[src/rtl/costas_ctrl_pkg.sv]
// Shared encodings for the Costas acquisition controller.
//   state_e : FSM state codes, also driven out on the debug state port.
//   gain_e  : loop-filter gain select codes driven on gain_sel.
package costas_ctrl_pkg;

  typedef enum logic [2:0] {
    StIdle  = 3'd0,
    StSweep = 3'd1,
    StPull  = 3'd2,
    StTrack = 3'd3
  } state_e;

  typedef enum logic [1:0] {
    GainNone   = 2'd0,
    GainNarrow = 2'd1,
    GainWide   = 2'd2
  } gain_e;

endpackage

[src/rtl/costas_win_acc.sv]
// Lock-quality window accumulator for the Costas acquisition controller.
// Sums |I| and |Q| over 2^WIN_LOG2 valid samples and judges the window on its last sample.
// Ports:
//   i_clk, i_rst_n  clock, asynchronous active-low reset
//   i_clr           synchronous clear of accumulators and sample counter (window restart)
//   i_valid         i_di/i_dq valid this cycle
//   i_di, i_dq      signed I/Q arm samples
//   o_eval          high in the cycle carrying the last sample of a window
//   o_good          window verdict, meaningful while o_eval is high
module costas_win_acc
  import costas_ctrl_pkg::*;
#(
  parameter int unsigned DW        = 32,
  parameter int unsigned WIN_LOG2  = 10,
  parameter int unsigned THR_SHIFT = 2,
  parameter int unsigned MIN_AMP   = 64
) (
  input  logic                 i_clk,
  input  logic                 i_rst_n,
  input  logic                 i_clr,
  input  logic                 i_valid,
  input  logic signed [DW-1:0] i_di,
  input  logic signed [DW-1:0] i_dq,
  output logic                 o_eval,
  output logic                 o_good
);

  localparam int unsigned AW      = DW + WIN_LOG2;
  localparam logic [AW-1:0] MinAcc  = AW'(MIN_AMP) << WIN_LOG2;
  localparam logic [DW-1:0] MostNeg = {1'b1, {(DW-1){1'b0}}};

  logic [AW-1:0]       r_acc_i, r_acc_q;
  logic [WIN_LOG2-1:0] r_cnt;
  logic [DW-1:0]       w_neg_i, w_neg_q;
  logic [DW-2:0]       w_abs_i, w_abs_q;
  logic [AW-1:0]       w_sum_i, w_sum_q;
  logic                w_first;

  always_comb begin
    w_neg_i = -i_di;
    w_neg_q = -i_dq;
    // The most negative code has no positive twin; clamp it to the largest magnitude.
    if (i_di == MostNeg)  w_abs_i = '1;
    else if (i_di[DW-1])  w_abs_i = w_neg_i[DW-2:0];
    else                  w_abs_i = i_di[DW-2:0];
    if (i_dq == MostNeg)  w_abs_q = '1;
    else if (i_dq[DW-1])  w_abs_q = w_neg_q[DW-2:0];
    else                  w_abs_q = i_dq[DW-2:0];
    // First sample of a window loads instead of adding to the previous window's total.
    w_first = (r_cnt == '0);
    w_sum_i = (w_first ? '0 : r_acc_i) + AW'(w_abs_i);
    w_sum_q = (w_first ? '0 : r_acc_q) + AW'(w_abs_q);
    o_eval  = i_valid && !i_clr && (r_cnt == '1);
    o_good  = (w_sum_q < (w_sum_i >> THR_SHIFT)) && (w_sum_i >= MinAcc);
  end

  always_ff @(posedge i_clk or negedge i_rst_n) begin
    if (!i_rst_n) begin
      r_acc_i <= '0;
      r_acc_q <= '0;
      r_cnt   <= '0;
    end else if (i_clr) begin
      r_acc_i <= '0;
      r_acc_q <= '0;
      r_cnt   <= '0;
    end else if (i_valid) begin
      r_acc_i <= w_sum_i;
      r_acc_q <= w_sum_q;
      r_cnt   <= r_cnt + 1'b1;
    end
  end

endmodule

[src/rtl/costas_acq_ctrl.sv]
// Acquisition/lock controller for the Costas carrier-recovery loop.
// Judges lock quality per window and steps IDLE -> (SWEEP) -> PULL -> TRACK.
// Build option: define COSTAS_SWEEP_EN to include the SWEEP state and zigzag frequency
// search; without it en goes straight to PULL and freq_off stays 0.
// Ports:
//   sys_clk, sys_rst_n  clock, asynchronous active-low reset
//   en                  1 = run acquisition, 0 = force IDLE
//   sample_valid, di, dq  LPF'd I/Q arm samples
//   freq_off            signed offset added to the loop-filter frequency word
//   gain_sel            0 none, 1 narrow (track), 2 wide (pull-in)
//   loop_hold           freeze loop-filter integrator, force its output to 0
//   locked              carrier lock flag
//   state               FSM state code (debug)
//   win_stb             one-cycle pulse per evaluated window
module costas_acq_ctrl
  import costas_ctrl_pkg::*;
#(
  parameter int unsigned DW         = 32,
  parameter int unsigned FW         = 32,
  parameter int unsigned WIN_LOG2   = 10,
  parameter int unsigned THR_SHIFT  = 2,
  parameter int unsigned MIN_AMP    = 64,
  parameter int unsigned LOCK_CNT   = 4,
  parameter int unsigned LOST_CNT   = 2,
  parameter int unsigned SWEEP_STEP = 4295,
  parameter int unsigned SWEEP_MAX  = 429497
) (
  input  logic                 sys_clk,
  input  logic                 sys_rst_n,
  input  logic                 en,
  input  logic                 sample_valid,
  input  logic signed [DW-1:0] di,
  input  logic signed [DW-1:0] dq,
  output logic signed [FW-1:0] freq_off,
  output logic [1:0]           gain_sel,
  output logic                 loop_hold,
  output logic                 locked,
  output logic [2:0]           state,
  output logic                 win_stb
);

  localparam int unsigned GW = $clog2(LOCK_CNT + 1);
  localparam int unsigned BW = $clog2(LOST_CNT + 1);
  localparam logic signed [FW-1:0] SweepStep = FW'(SWEEP_STEP);
  localparam logic signed [FW-1:0] SweepMax  = FW'(SWEEP_MAX);

  state_e        r_state;
  gain_e         r_gain;
  logic          r_hold, r_locked, r_stb;
  logic [GW-1:0] r_good_cnt, w_good_inc;
  logic [BW-1:0] r_bad_cnt, w_bad_inc;
  logic          w_clr, w_eval, w_good;

  // Accumulation only runs while acquiring; IDLE or en low restarts the window.
  assign w_clr      = !en || (r_state == StIdle);
  assign w_good_inc = r_good_cnt + 1'b1;
  assign w_bad_inc  = r_bad_cnt + 1'b1;

  costas_win_acc #(
    .DW       (DW),
    .WIN_LOG2 (WIN_LOG2),
    .THR_SHIFT(THR_SHIFT),
    .MIN_AMP  (MIN_AMP)
  ) u_win (
    .i_clk  (sys_clk),
    .i_rst_n(sys_rst_n),
    .i_clr  (w_clr),
    .i_valid(sample_valid),
    .i_di   (di),
    .i_dq   (dq),
    .o_eval (w_eval),
    .o_good (w_good)
  );

`ifdef COSTAS_SWEEP_EN
  logic signed [FW-1:0] r_freq_off, w_zz_up, w_zz_next;

  // Zigzag 0,+S,-S,+2S,-2S,...; wraps to 0 once the next magnitude exceeds SweepMax.
  always_comb begin
    w_zz_up = SweepStep - r_freq_off;
    if (r_freq_off > 0)          w_zz_next = -r_freq_off;
    else if (w_zz_up > SweepMax) w_zz_next = '0;
    else                         w_zz_next = w_zz_up;
  end

  assign freq_off = r_freq_off;
`else
  logic w_unused_sweep;
  assign w_unused_sweep = ^{SweepStep, SweepMax};
  assign freq_off       = '0;
`endif

  always_ff @(posedge sys_clk or negedge sys_rst_n) begin
    if (!sys_rst_n) begin
      r_state    <= StIdle;
      r_gain     <= GainNone;
      r_hold     <= 1'b1;
      r_locked   <= 1'b0;
      r_stb      <= 1'b0;
      r_good_cnt <= '0;
      r_bad_cnt  <= '0;
`ifdef COSTAS_SWEEP_EN
      r_freq_off <= '0;
`endif
    end else if (!en) begin
      r_state    <= StIdle;
      r_gain     <= GainNone;
      r_hold     <= 1'b1;
      r_locked   <= 1'b0;
      r_stb      <= 1'b0;
      r_good_cnt <= '0;
      r_bad_cnt  <= '0;
`ifdef COSTAS_SWEEP_EN
      r_freq_off <= '0;
`endif
    end else begin
      // w_eval is already gated off in IDLE, so no strobe there.
      r_stb <= w_eval;
      unique case (r_state)
        StIdle: begin
`ifdef COSTAS_SWEEP_EN
          r_state <= StSweep;
`else
          r_state    <= StPull;
          r_gain     <= GainWide;
          r_hold     <= 1'b0;
          r_good_cnt <= '0;
`endif
        end
`ifdef COSTAS_SWEEP_EN
        StSweep: begin
          if (w_eval) begin
            if (w_good) begin
              r_state    <= StPull;
              r_gain     <= GainWide;
              r_hold     <= 1'b0;
              r_good_cnt <= GW'(1);
            end else begin
              r_freq_off <= w_zz_next;
            end
          end
        end
`endif
        StPull: begin
          if (w_eval) begin
            if (w_good) begin
              r_good_cnt <= w_good_inc;
              if (w_good_inc == GW'(LOCK_CNT)) begin
                r_state   <= StTrack;
                r_gain    <= GainNarrow;
                r_locked  <= 1'b1;
                r_bad_cnt <= '0;
              end
            end else begin
              r_good_cnt <= '0;
`ifdef COSTAS_SWEEP_EN
              r_state    <= StSweep;
              r_gain     <= GainNone;
              r_hold     <= 1'b1;
              r_freq_off <= w_zz_next;
`endif
            end
          end
        end
        StTrack: begin
          if (w_eval) begin
            if (w_good) begin
              r_bad_cnt <= '0;
            end else if (w_bad_inc == BW'(LOST_CNT)) begin
              r_state    <= StPull;
              r_gain     <= GainWide;
              r_locked   <= 1'b0;
              r_good_cnt <= '0;
              r_bad_cnt  <= '0;
            end else begin
              r_bad_cnt <= w_bad_inc;
            end
          end
        end
        default: r_state <= StIdle;
      endcase
    end
  end

  assign gain_sel  = r_gain;
  assign loop_hold = r_hold;
  assign locked    = r_locked;
  assign state     = r_state;
  assign win_stb   = r_stb;

endmodule
[config.mk]
export PLATFORM = sky130hd
export DESIGN_NAME = costas_acq_ctrl
export DESIGN_NICKNAME = d
export VERILOG_FILES = /design/src/rtl/costas_ctrl_pkg.sv /design/src/rtl/costas_win_acc.sv /design/src/rtl/costas_acq_ctrl.sv
export SDC_FILE = /design/constraint.sdc
export NUM_CORES = 1
export LEC_CHECK = 0
export CAP_MARGIN = 20
export CORE_MARGIN = 4
export CORE_UTILIZATION = 25
export CTS_CLUSTER_SIZE = 14
export DETAILED_ROUTE_END_ITERATION = 8
export HOLD_SLACK_MARGIN = 0.03
export PLACE_DENSITY = 0.44
export SYNTH_ARGS = -nofsm -noshare
export SYNTH_HDL_FRONTEND = slang
export SYNTH_SLANG_ARGS = --single-unit
[constraint.sdc]
create_clock -name sys_clk -period 7 [get_ports sys_clk]
set_input_delay 1.05 -clock sys_clk [delete_from_list [all_inputs] [get_ports sys_clk]]
set_output_delay 1.05 -clock sys_clk [all_outputs]
set_load 0.01 [all_outputs]
Word-level counts from Yosys, hierarchy flattened
Index checks and enable logic that the tools add are counted.
- bitwise operators: 0
- $mul: 0
- eq/ne operators: 16
- reduce and logical (&&, ||, !) cells: 14
- shifts and indexed selects: 0
- order comparisons: 2
- muxes and demuxes: 54
- divide/modulo/power cells: 0
- $add $sub $neg: 7
- operators with widths (operator ; number):
    2-to-1 mux 42 bit ; 6
    2-to-1 mux 31 bit ; 4
    adder 42 x 31 -> 42 bit ; 2
    == test 32 bit, second input constant ; 2
    negation 31 bit ; 2
    greater-or-equal comparator 42 x 17 -> 1 bit, second input constant ; 1
    less-than comparator 42 x 40 -> 1 bit ; 1
    2-to-1 mux 3 bit ; 13
    2-to-1 mux 2 bit ; 14
    2-to-1 mux 10 bit ; 2
    case mux 3 bit (3 select lines) ; 2
    != test 3 bit, second input constant ; 5
    AND reduction 7 bit ; 2
    adder 10 x 1 -> 10 bit, second input constant ; 1
    == test 10 bit, second input constant ; 1
    logical NOT 10 bit ; 1
    2-to-1 mux 1 bit ; 10
    AND reduction 5 bit ; 2
    == test 3 x 2 -> 1 bit, second input constant ; 2
    case mux 2 bit (3 select lines) ; 1
    AND reduction 6 bit ; 1
    != test 4 x 1 -> 1 bit, second input constant ; 1
    case mux 2 bit (2 select lines) ; 1
    adder 3 x 1 -> 3 bit, second input constant ; 1
    other kinds (12) ; 15
- bits of input ports: 68
- flip-flop bits (word level): 107
- memory bits (writable): 0
- bits in read-only memories: 0
- latch bits: 0
- memories kept: 0
- word-level logic and storage cells: 103

Longest topological paths before layout
Gate-level depths: netlist (run 1).
- depth after elaboration: 10
- depth in mapped cells: 35
- mapped depth without buffers: 33

Cells and area by module
Synthesis (run 1) repeated with hierarchy kept, for this count alone.
- cell total of the unflattened synthesis: 1501
- area total of the unflattened synthesis: 11711.2 um2
- by module, submodules not included (module ; cells an instance ; sequential area each (um2) ; area an instance (um2) ; instances):
    costas_win_acc ; 1392 ; 2352.3 ; 10731.5 ; 1
    costas_acq_ctrl ; 109 ; 301.5 ; 979.7 ; 1

Worst setup path after synthesis (run 1)
OpenSTA, ideal clock, no wires.
- kind: input to register
- from: input port di[0]
- to: register r_bad_cnt[1]
- cell stages on the path: 32
- data required time: 6880 ps
- library setup time: 120 ps
- slack: -1568 ps
- data arrival time: 8448 ps
- path through: inv_2 ha_1 nand2_1 or3_1 or3_1 or3_1 or4_1 or4_1 or3_1 nor4_1 nand3b_1 clkbuf_1 o211ai_1 ha_1 a21oi_1 nor3b_1 o21ai_0 a211o_1 and3_1 or2_2 ha_1 a21oi_1 nor2_1 a2111oi_0 nor2_1 o211ai_1 a31oi_1 o311ai_0 o32ai_2 a2111oi_0 a21oi_1 o211a_1
- word-level cells in the longest chain between the ends: 10
- ends and longest elaborated chain (element ; RTL line ; source):
    start, declared ; costas_acq_ctrl.sv:32 ; input logic signed [DW-1:0] di,
    negation 31 bit ; costas_win_acc.sv:40 ; w_neg_i = -i_di;
    2-to-1 mux 31 bit ; costas_win_acc.sv:44 ; else if (i_di[DW-1]) w_abs_i = w_neg_i[DW-2:0];
    2-to-1 mux 31 bit (*) ; costas_win_acc.sv:43 ; if (i_di == MostNeg) w_abs_i = '1;
    adder 42 x 31 -> 42 bit (*) ; costas_win_acc.sv:51 ; w_sum_i = (w_first ? '0 : r_acc_i) + AW'(w_abs_i);
    less-than comparator 42 x 40 -> 1 bit or greater-or-equal comparator 42 x 17 -> 1 bit (tied branches) ; costas_win_acc.sv:54 ; o_good = (w_sum_q < (w_sum_i >> THR_SHIFT)) && (w_sum_i >= MinAcc);
    logical AND 1 bit (*) ; costas_win_acc.sv:54 ;
    2-to-1 mux 2 bit ; costas_acq_ctrl.sv:167 ; if (w_good) begin
    2-to-1 mux 2 bit ; costas_acq_ctrl.sv:166 ; if (w_eval) begin
    case mux 2 bit (2 select lines) ; costas_acq_ctrl.sv:119 ; unique case (r_state)
    2-to-1 mux 2 bit ; costas_acq_ctrl.sv:105 ; end else if (!en) begin
    end signal, assigned ; costas_acq_ctrl.sv:176 ; r_bad_cnt <= w_bad_inc;
    end, declared ; costas_acq_ctrl.sv:51 ; logic [BW-1:0] r_bad_cnt, w_bad_inc;
Every way passes the cells marked *; elsewhere a longest branch is shown, timed or not. The select of a mux whose other input is x is not followed.
A chain may end at the register's enable or synchronous reset.

Worst setup path after layout (run 1)
- from: input port dq[1]
- to: register r_good_cnt[1]
- word-level cells in the longest chain between the ends: 10
- ends and longest elaborated chain (element ; RTL line ; source):
    start, declared ; costas_acq_ctrl.sv:33 ; input logic signed [DW-1:0] dq,
    negation 31 bit ; costas_win_acc.sv:41 ; w_neg_q = -i_dq;
    2-to-1 mux 31 bit ; costas_win_acc.sv:47 ; else if (i_dq[DW-1]) w_abs_q = w_neg_q[DW-2:0];
    2-to-1 mux 31 bit (*) ; costas_win_acc.sv:46 ; if (i_dq == MostNeg) w_abs_q = '1;
    adder 42 x 31 -> 42 bit (*) ; costas_win_acc.sv:52 ; w_sum_q = (w_first ? '0 : r_acc_q) + AW'(w_abs_q);
    less-than comparator 42 x 40 -> 1 bit (*) ; costas_win_acc.sv:54 ;
    logical AND 1 bit (*) ; costas_win_acc.sv:54 ;
    2-to-1 mux 3 bit ; costas_acq_ctrl.sv:146 ; if (w_good) begin
    2-to-1 mux 3 bit ; costas_acq_ctrl.sv:145 ; if (w_eval) begin
    case mux 3 bit (3 select lines) ; costas_acq_ctrl.sv:119 ;
    2-to-1 mux 3 bit ; costas_acq_ctrl.sv:105 ;
    end signal, assigned ; costas_acq_ctrl.sv:147 ; r_good_cnt <= w_good_inc;
    end, declared ; costas_acq_ctrl.sv:50 ; logic [GW-1:0] r_good_cnt, w_good_inc;
Marks and branches as above.

==> reports/metrics.cfg, run 1 <==
[timing]
finalMaxSlewViolations = 0
grt_setup_unrepaired = true
maxSlewHeadroom_pct = 28.1
fmax_mhz = 119
worst_slack_ps = -1380
final.period_utilization_pct = 120
finalHoldViolCount = 0
finalSetupViolations = 10
worstMarginPinSlew_ps = 1070
period_minus_slack_ps = 8380
skew_ps = 10.7

[detailed_routing]
ant_nets = 0
drc = 0
routedWlPerCell_um = 16.1
avgViaCountPerCell = 4.83
drt-total-wl_um = 43300
via_count = 13000
first_pass_iters = 5
drt_iter0_markers = 576

[placement]
gp_congestion = 0.898
placed_area_sq_um = 16500
portBuffers = 74
place_hpwl_um = 32800

[worst_hold_path]
hp-start = loop_hold
whs_path_depth = 2
hp-class = flop to flop
worstHoldEndpoint = loop_hold

[synth]
synthTopCellsByArea = dfrtp_1, ha_1, xor2_1
synthTopCellsByCount = nand2_1, nor2_1, a21oi_1
syn_area_sq_um = 12200
synth_most_common_cell = nand2_1
ys_seq_elements = 106
synth.distinct_cells = 82
yosysTopAreaCell = dfrtp_1
synth_warnings = 0
netlist.area_leader.share_pct = 21.5
synth-main-ff-cell = dfrtp_1
async_reset_ff_share_pct = 100
seq_area_frac_synth_pct = 21.7
synth_edf_count = 0
synth_cells = 1598
synth.avg_cell_area_sq_um = 7.66

[floorplan]
io_pins = 108
die_width_um = 229
die_y_um = 229
rows = 80
die_area_sq_um = 52600
initial_utilization_pct = 25.5
core_sq_um = 48000

[critical_path]
r2r_slack_ps = 760
r2r_end = r_good_cnt[1]
critPathMaxFanout = 7
reg2reg_from = u_win.r_cnt[0]
critPathLaunchType = input pin
reg2regPathDepth = 32
slowest_stage = or4_4
cp.arrival_ps = 8650
path_class = input pin to flop
end_kind = flop
required_ps = 7270
cpPeakStageDelay_ps = 500

[finish]
final_area_sq_um = 18100
syn_to_final_growth_pct = 48.2
drive_above_1_share_pct = 30.6
nNetsFinal = 2253
antennaDiodeCount = 0

[status]
violations = setup timing
status = finished, violations left

[pwr]
irDropWorstVdd_v = 0.000191
p_leak_nw = 8.33
p_per_area_nw_per_um2 = 147
power_mw = 2.67

[clocking]
clk_pin_slew_ps = 70
clk_latency_ps = 380
cts_buffer_depth = 2
cts_sinks = 106
cts_tree = built
cts-hold-fix-buffers = 0
cts_inserted_buffers = 9
htreeDepth = 3
root_buffer = clkbuf_16

[global_routing]
grt.overflow.total = 0
grt_use_total_pct = 16.0
grt_pass1_wl_um = 69000
antenna_found_initial = 1
grt_max_degree = 64
grt_pass1_vias = 13200

[job]
drv_cap = 0

[what timing repair did]
action / CTS / global route
pin swaps: 46 / 33
hold endpoints to repair: 0 / 0
endpoints found under the setup margin: 21 / 21
gates cloned: 4 / 0
setup buffers: 50 / 10
gates resized for setup: 124 / 55
[worst max path at each step]
stage	from	to	slack, ps	cells after the start
floorplan	di[0]	gain_sel[1]	-1000	32
global placement	di[0]	r_good_cnt[1]	-2290	34
detailed placement	di[0]	r_good_cnt[1]	-2360	34
CTS	di[1]	r_good_cnt[1]	-1340	35
global route	dq[1]	r_good_cnt[0]	-1650	34
finish	dq[1]	r_good_cnt[1]	-1380	35
[state kept, by name, indices dropped and copies added, names as in the netlist]
name and count:
u_win.r_acc_i 42, gain_sel 2, u_win.r_acc_q 42, r_bad_cnt 2, loop_hold 1, win_stb 1, state 2, u_win.r_cnt 10
locked 1, r_good_cnt 3
[critical path, delay by kind of cell]
family	cells	cell delay, ps
AOI/OAI and AO/OA	13	2570
xor gates and xnor gates	1	100
buffers and inverters	7	1250
and+or+nand+nor	11	2960
adders and majority gates	3	690
[layer usage]
metal  vias up  GRT usage, %  part of all wire (%)
met3        32          2.11                   2.4
met4         0          3.02                   1.4
met2       158          29.2                    51
li1       6582             -                     -
met5         -             0                     0
met1      6263          20.3                    45
[layout make-up]
class                   instances  area, sq um
flip-flops and latches        106         2650
multi-input cells            1371         9830
clock buffers                  10          239
inverters                      51          216
repair buffers                537         4360
fillers                      5009        29900
clock inverters                 6         63.8
well taps                     615          769
[cell usage in the layout (no fill, tap or decap), drive strengths merged, types with 28 or more instances in the layout]
cell type | synthesis | final
clkdlybuf4s50 | 0 | 59
mux2i | 52 | 52
nand3 | 28 | 28
conb | 1 | 33
xnor2 | 51 | 51
dfrtp | 105 | 105
nand4 | 29 | 29
buf | 47 | 470
inv | 51 | 51
o21ai | 90 | 90
xor2 | 85 | 85
nand2 | 185 | 185
a21oi | 113 | 113
and2 | 77 | 77
o21a | 30 | 30
nor2 | 170 | 170
ha | 107 | 107
[cell families after synthesis]
family | Yosys count | share of synthesized area, %
XOR/XNOR | 136 | 9.73
AO/OA/AOI/OAI | 406 | 21.7
buffers and inverters | 153 | 5.81
adder cells (fa/ha/maj) | 109 | 11.3
AND/OR/NAND/NOR | 633 | 25.3
flip-flops | 106 | 21.7
multiplexers | 54 | 4.44
other | 1 | 0.0306
[through the flow]
step / utilization (%) / hold WS [ps] / setup slack (ps) / TNS, ps / cells
detailed placement: 34.4 / 467 / -2360 / -31400 / 2617
CTS: 36.9 / 490 / -1340 / -12930 / 2686
floorplan: - / 472 / -1000 / -9470 / 1630
finish: 37.7 / 478 / -1380 / -13090 / 2696
global route: 37.7 / 522 / -1650 / -15930 / 2696
global placement: 34.4 / 463 / -2290 / -30150 / 2617
[power breakdown]
group / switching (mW) / total [mW] / internal (mW)
Clock: 0.272 / 0.560 / 0.288
Sequential: 0.0419 / 0.719 / 0.677
Combinational: 0.760 / 1.39 / 0.629
Total: 1.07 / 2.67 / 1.59
No activity file was read; power rests on OpenSTA's default activity.
==> run 2, diff against run 1 <==
--- a/config.mk
+++ b/config.mk
@@ -7,11 +7,11 @@
 export LEC_CHECK = 0
 export CAP_MARGIN = 20
 export CORE_MARGIN = 4
-export CORE_UTILIZATION = 25
+export CORE_UTILIZATION = 30
 export CTS_CLUSTER_SIZE = 14
 export DETAILED_ROUTE_END_ITERATION = 8
 export HOLD_SLACK_MARGIN = 0.03
-export PLACE_DENSITY = 0.44
+export PLACE_DENSITY = 0.5
 export SYNTH_ARGS = -nofsm -noshare
 export SYNTH_HDL_FRONTEND = slang
 export SYNTH_SLANG_ARGS = --single-unit
==> reports/metrics.cfg, run 2 (synthesized netlist as in run 1, its figures left out) <==
[pwr]
sw_frac_of_total_pct = 39.5  ; -0.71 points
irDropWorstVdd_v = 0.000175  ; -8.4%
p_int_mw = 1.61  ; +0.90%
p_per_area_nw_per_um2 = 152  ; +3.0%
p_leak_nw = 8.10  ; -2.7%
comb_power_share_pct = 50.6  ; -1.5 points
switchingPower_mw = 1.05  ; -2.0%
p_clk_share_pct = 22.4  ; +1.4 points
seqPwrFrac_pct = 27.0  ; about the same

[global_routing]
grt_max_degree = 79  ; +23%
antenna_found_initial = 0  ; -1
grt_pass1_wl_um = 66800  ; -3.1%
grt.overflow.total = 0  ; unchanged
grt_pass1_vias = 12800  ; -2.7%
grt_use_total_pct = 18.5  ; +2.5 points

[timing]
skew_ps = 10.5  ; -0.212 ps
maxSlewHeadroom_pct = 30.5  ; +2.4 points
fmax_mhz = 119  ; -0.23%
worstMarginPinSlew_ps = 1040  ; -35.5 ps
worst_slack_ps = -1400  ; -19.3 ps
final.period_utilization_pct = 120  ; +0.28 points
finalMaxSlewViolations = 0  ; unchanged
finalSetupViolations = 10  ; unchanged
period_minus_slack_ps = 8400  ; +19.3 ps
grt_setup_unrepaired = true
holdWs_ps = 475  ; -2.44 ps
final.setup.tns_ps = -13730  ; -645 ps
finalHoldViolCount = 0  ; unchanged

[floorplan]
initial_utilization_pct = 30.6  ; +5.1 points
die_y_um = 210  ; -8.4%
rows = 73  ; -8.8%
core_sq_um = 40000  ; -17%
die_area_sq_um = 44100  ; -16%
io_pins = 108  ; unchanged
die_width_um = 210  ; -8.4%

[critical_path]
reg2regPathDepth = 26  ; -19%
critPathLaunchType = input pin
r2r_end = r_good_cnt[1]
end_kind = flop
cpPeakStageDelay_ps = 560  ; +60 ps
reg2reg_from = u_win.r_cnt[0]
cp.arrival_ps = 8690  ; +40 ps
path_class = input pin to flop
critPathMaxFanout = 6  ; -1
r2r_slack_ps = 830  ; +70 ps
slowest_stage = or4_4
required_ps = 7280  ; about the same

[detailed_routing]
ant_nets = 0  ; unchanged
routedWlPerCell_um = 16.1  ; +0.20%
drt-total-wl_um = 41500  ; -4.3%
drt_iter0_markers = 633  ; +9.9%
avgViaCountPerCell = 5.01  ; +3.7%
via_count = 12900  ; -0.93%
first_pass_iters = 5  ; unchanged
drc = 0  ; unchanged

[placement]
gp_congestion = 0.948  ; +5.6%
place_hpwl_um = 32100  ; -2.0%
portBuffers = 74  ; unchanged
place_ws_ps = -2340  ; +21.5 ps

[clocking]
cts-hold-fix-buffers = 0  ; unchanged
cts_tree = built
cts_buffer_depth = 2  ; unchanged
htreeDepth = 3  ; unchanged
cts_sinks = 106  ; unchanged
root_buffer = clkbuf_16
clk_pin_slew_ps = 70  ; about the same
cts_inserted_buffers = 9  ; unchanged
clk_latency_ps = 390  ; about the same

[finish]
final_cell_mix = buf_4, nand2_1, nor2_1
utilization_pct = 43.9  ; +6.2 points
drive_above_1_share_pct = 28.5  ; -2.1 points
syn_to_final_growth_pct = 43.5
antennaDiodeCount = 0  ; unchanged
nNetsFinal = 2223  ; -1.3%
final_common_cell = buf_4
top_regs = u_win.r_acc_i: 42 flops, u_win.r_acc_q: 42 flops, u_win.r_cnt: 10 flops

[status]
status = finished, violations left
violations = setup timing

[worst_hold_path]
hp-class = flop to flop
worstHoldEndpoint = loop_hold
hp-start = loop_hold
whs_path_depth = 2  ; unchanged

[job]
drv_cap = 0  ; unchanged

[run 2: timing repair]
action                                  4_1_cts  5_1_grt
gates cloned                                  2        0
resized for setup                            83       55
endpoints found under the setup margin       21       25
setup buffers                                13        9
pin swaps                                    43       38
[run 2: worst max path at each step]
stage / from / endpoint / slack [ps]
6_report: di[0] / r_good_cnt[1] / -1400
3_3_place_gp: di[0] / r_good_cnt[1] / -2190
2_1_floorplan: di[0] / gain_sel[1] / -1000
5_1_grt: dq[1] / state[0] / -1670
4_1_cts: di[1] / r_good_cnt[1] / -1620
3_5_place_dp: di[0] / r_good_cnt[1] / -2340
[run 2: area by class of cell]
class	instances	area [sq um]
flip-flops and latches	106	2650
repair buffers	507	4050
well taps	525	657
clock buffers	11	243
clock inverters	5	86.3
fillers	4074	22400
multi-input cells	1371	9660
inverters	51	211
[run 2: through the flow]
step                      area, sq um  cells  power [mW]
after floorplan                 12500   1630        1.42
after global placement          16500   2537        2.00
after detailed placement        16500   2537        2.01
after CTS                       17200   2567        2.65
after global routing            17600   2576        2.86
final                           17600   2576        2.66
[run 2: routing by layer]
| metal | vias up | track usage [%] | part of all wire (%) |
|---|---|---|---|
| li1 | 6544 | - | - |
| met1 | 6158 | 23.8 | 45 |
| met2 | 172 | 33.2 | 51 |
| met3 | 40 | 2.74 | 2.8 |
| met4 | 0 | 3.89 | 1.7 |
| met5 | - | 0 | 0 |
[run 2: critical path: cells and delay by family]
family / cells / cell delay (ps)
and+or+nand+nor: 16 / 4460
AOI/OAI and AO/OA: 8 / 1650
buffers and inverters: 6 / 750
adders and majority gates: 3 / 570
xor gates and xnor gates: 1 / 180
[run 2: power groups by stage]
stage | Sequential, mW | Combinational, mW | Clock [mW]
after floorplan | 0.722 | 0.703 | 0
after global placement | 0.729 | 1.27 | 0
after detailed placement | 0.730 | 1.28 | 0
after CTS | 0.719 | 1.32 | 0.618
after global routing | 0.730 | 1.49 | 0.642
final | 0.720 | 1.35 | 0.596
==> run 3, diff against run 2 <==
--- a/config.mk
+++ b/config.mk
@@ -5,7 +5,6 @@
 export SDC_FILE = /design/constraint.sdc
 export NUM_CORES = 1
 export LEC_CHECK = 0
-export CAP_MARGIN = 20
 export CORE_MARGIN = 4
 export CORE_UTILIZATION = 30
 export CTS_CLUSTER_SIZE = 14
==> constraint.sdc (replaced) <==
create_clock -name sys_clk -period 7.8 [get_ports sys_clk]
set_input_delay 1.17 -clock sys_clk [delete_from_list [all_inputs] [get_ports sys_clk]]
set_output_delay 1.17 -clock sys_clk [all_outputs]
set_load 0.01 [all_outputs]
==> reports/metrics.cfg, run 3 (synthesized netlist as in run 1, its figures left out) <==
[finish]
top_regs = u_win.r_acc_i: 42 flops, u_win.r_acc_q: 42 flops, u_win.r_cnt: 10 flops
utilization_pct = 44.1  ; +0.18 points
final_common_cell = buf_4
regArea_sq_um = 2650  ; unchanged
final_cells = 2573  ; -0.12%
multi_input_area_sq_um = 9750  ; +0.96%
syn_to_final_growth_pct = 44.1
fill_cells = 4042  ; -0.79%
final_cell_mix = buf_4, nand2_1, nor2_1
nNetsFinal = 2220  ; -0.13%
drive_above_1_share_pct = 28.5  ; about the same
final_area_sq_um = 17600  ; +0.40%
antennaDiodeCount = 0  ; unchanged

[global_routing]
grt_use_total_pct = 18.1  ; -0.41 points
grt_pass1_wl_um = 66200  ; -0.90%
antenna_found_initial = 0  ; unchanged
grt_max_degree = 79  ; unchanged
grt_pass1_vias = 13000  ; +1.5%
grt.overflow.total = 0  ; unchanged

[pwr]
p_clk_share_pct = 21.5  ; -0.9 points
p_per_area_nw_per_um2 = 134  ; -12%
p_int_mw = 1.41  ; -12%
comb_power_share_pct = 51.2  ; +0.6 points
switchingPower_uw = 951  ; -9.7%
sw_frac_of_total_pct = 40.3  ; +0.72 points
irDropWorstVdd_v = 0.000186  ; +6.6%
seqPwrFrac_pct = 27.3  ; +0.3 points
p_leak_nw = 8.10  ; about the same

[placement]
dpl.cell_count = 2510  ; -1.1%
gp_congestion = 0.910  ; -4.1%
place_hpwl_um = 31400  ; -2.2%
portBuffers = 74  ; unchanged
placed_area_sq_um = 16300  ; -1.2%

[detailed_routing]
drt_iter0_markers = 610  ; -3.6%
wl_met2_um = 20700  ; -1.5%
routedWlPerCell_um = 16.1  ; about the same
ant_nets = 0  ; unchanged
wl_met1_um = 18700  ; +0.23%
wl_met3_um = 1110  ; -5.3%
drc = 0  ; unchanged
avgViaCountPerCell = 5.05  ; +0.65%
drt-total-wl_um = 41400  ; -0.21%
first_pass_iters = 5  ; unchanged
routed.top_layer = met4
via_count = 13000  ; +0.53%

[critical_path]
cpPeakStageDelay_ps = 530  ; -30 ps
end_kind = flop
critPathBufInv = 9  ; +3
r2r_slack_ps = 1630  ; +800 ps
required_ps = 8060  ; +780 ps
r2r_end = r_bad_cnt[1]
critPathLaunchType = input pin
reg2regPathDepth = 25  ; -3.8%
cp_common_cell = or3_4
critPathMaxFanout = 6  ; unchanged
reg2reg_from = u_win.r_cnt[0]
cp.arrival_ps = 8760  ; +70 ps
cp_top_family = simple AND/OR/NAND/NOR gates
path_class = input pin to flop
slowest_stage = or4_4

[timing]
fmax_mhz = 118
final.period_utilization_pct = 109
worst_slack_ps = -700  ; +704 ps
final.setup.tns_ps = -6480  ; +7250 ps
holdWs_ps = 478  ; +2.75 ps
maxSlewHeadroom_pct = 34.3  ; +3.8 points
skew_ps = 11.3  ; +0.732 ps
finalMaxSlewViolations = 0  ; unchanged
period_minus_slack_ps = 8500
finalSetupViolations = 10  ; unchanged
finalHoldViolCount = 0  ; unchanged
grt_setup_unrepaired = true
worstMarginPinSlew_ps = 985  ; -52.8 ps

[status]
status = finished, violations left
violations = setup timing

[floorplan]
io_pins = 108  ; unchanged
die_y_um = 210  ; unchanged
die_area_sq_um = 44100  ; unchanged
initial_utilization_pct = 30.6  ; unchanged
die_width_um = 210  ; unchanged
core_sq_um = 40000  ; unchanged
rows = 73  ; unchanged

[clocking]
cts_sinks = 106  ; unchanged
root_buffer = clkbuf_16
htreeDepth = 3  ; unchanged
clk_latency_ps = 370  ; -20 ps
cts_inserted_buffers = 9  ; unchanged
cts_tree = built
cts_buffer_depth = 2  ; unchanged
clk_pin_slew_ps = 80  ; about the same

[worst_hold_path]
hp-start = loop_hold
hp-class = flop to flop
worstHoldEndpoint = loop_hold
whs_path_depth = 2  ; unchanged

[job]
drv_cap = 0  ; unchanged

[run 3: cell types whose count changed in the layout (fill, tap and decap cells not counted), sizes merged]
cell           before  now
buf               441  435
clkbuf             11   13
bufinv              2    1
dlygate4sd2         2    3
clkinv              0    2
clkdlybuf4s15       2    1
[run 3: layout make-up]
| type | instances | area share, % |
|---|---|---|
| Inverter | 51 | 1.20 |
| Tap cell | 525 | 3.73 |
| Clock buffer | 10 | 1.36 |
| Sequential cell | 106 | 15.1 |
| Timing Repair Buffer | 504 | 23.0 |
| Clock inverter | 6 | 0.419 |
| Multi-Input combinational cell | 1371 | 55.3 |
[run 3: worst max-delay path by stage]
stage	start	end	cells past startpoint
floorplan	di[0]	gain_sel[1]	32
global placement	di[0]	r_good_cnt[1]	34
detailed placement	di[0]	r_good_cnt[0]	34
CTS	di[1]	r_bad_cnt[1]	35
global route	di[0]	r_bad_cnt[1]	36
finish	di[0]	r_bad_cnt[1]	36
[run 3: routing by layer]
layer | GRT usage (%) | up-vias
met4 | 4.03 | 0
met5 | 0 | -
met1 | 23.1 | 6241
met3 | 2.19 | 52
met2 | 32.9 | 172
li1 | - | 6518
[run 3: through the flow]
| step | power, mW | worst slack, ps |
|---|---|---|
| global route | 2.54 | -1050 |
| finish | 2.36 | -700 |
| floorplan | 1.28 | -321 |
| CTS | 2.34 | -823 |
| global placement | 1.76 | -1520 |
| detailed placement | 1.78 | -1740 |
[run 3: timing repair]
| action | in CTS | in global routing |
|---|---|---|
| gates cloned | 1 | 1 |
| hold buffers | 0 | 0 |
| endpoints found under the setup margin | 10 | 10 |
| buffers inserted | 35 | 12 |
| pin swaps | 27 | 40 |
| hold endpoints to repair | 0 | 0 |
| gates resized for setup | 70 | 78 |
[run 3: power groups by stage]
stage	Clock, mW	Sequential (mW)	Combinational [mW]
after floorplan	0	0.648	0.631
final	0.509	0.645	1.21
after CTS	0.525	0.645	1.17
after global routing	0.545	0.654	1.34
after detailed placement	0	0.655	1.12
after global placement	0	0.653	1.11
[run 3: worst register-to-register path, stage by stage (launching register included)]
cell,delay (ps)
dfrtp_1,430
inv_1,100
ha_1,140
nor2b_1,150
nand4_1,160
buf_12,250
and2_1,340
ha_4,300
nand4_1,150
or4_4,530
or4_4,580
a31oi_4,220
nor3_4,70
xor2_2,180
ha_1,320
nand4_1,190
nor4_4,60
buf_4,140
a221oi_2,270
a31oi_2,150
o311ai_4,340
o32ai_4,150
buf_6,150
a2111oi_4,330
a21oi_1,110
o211a_1,230
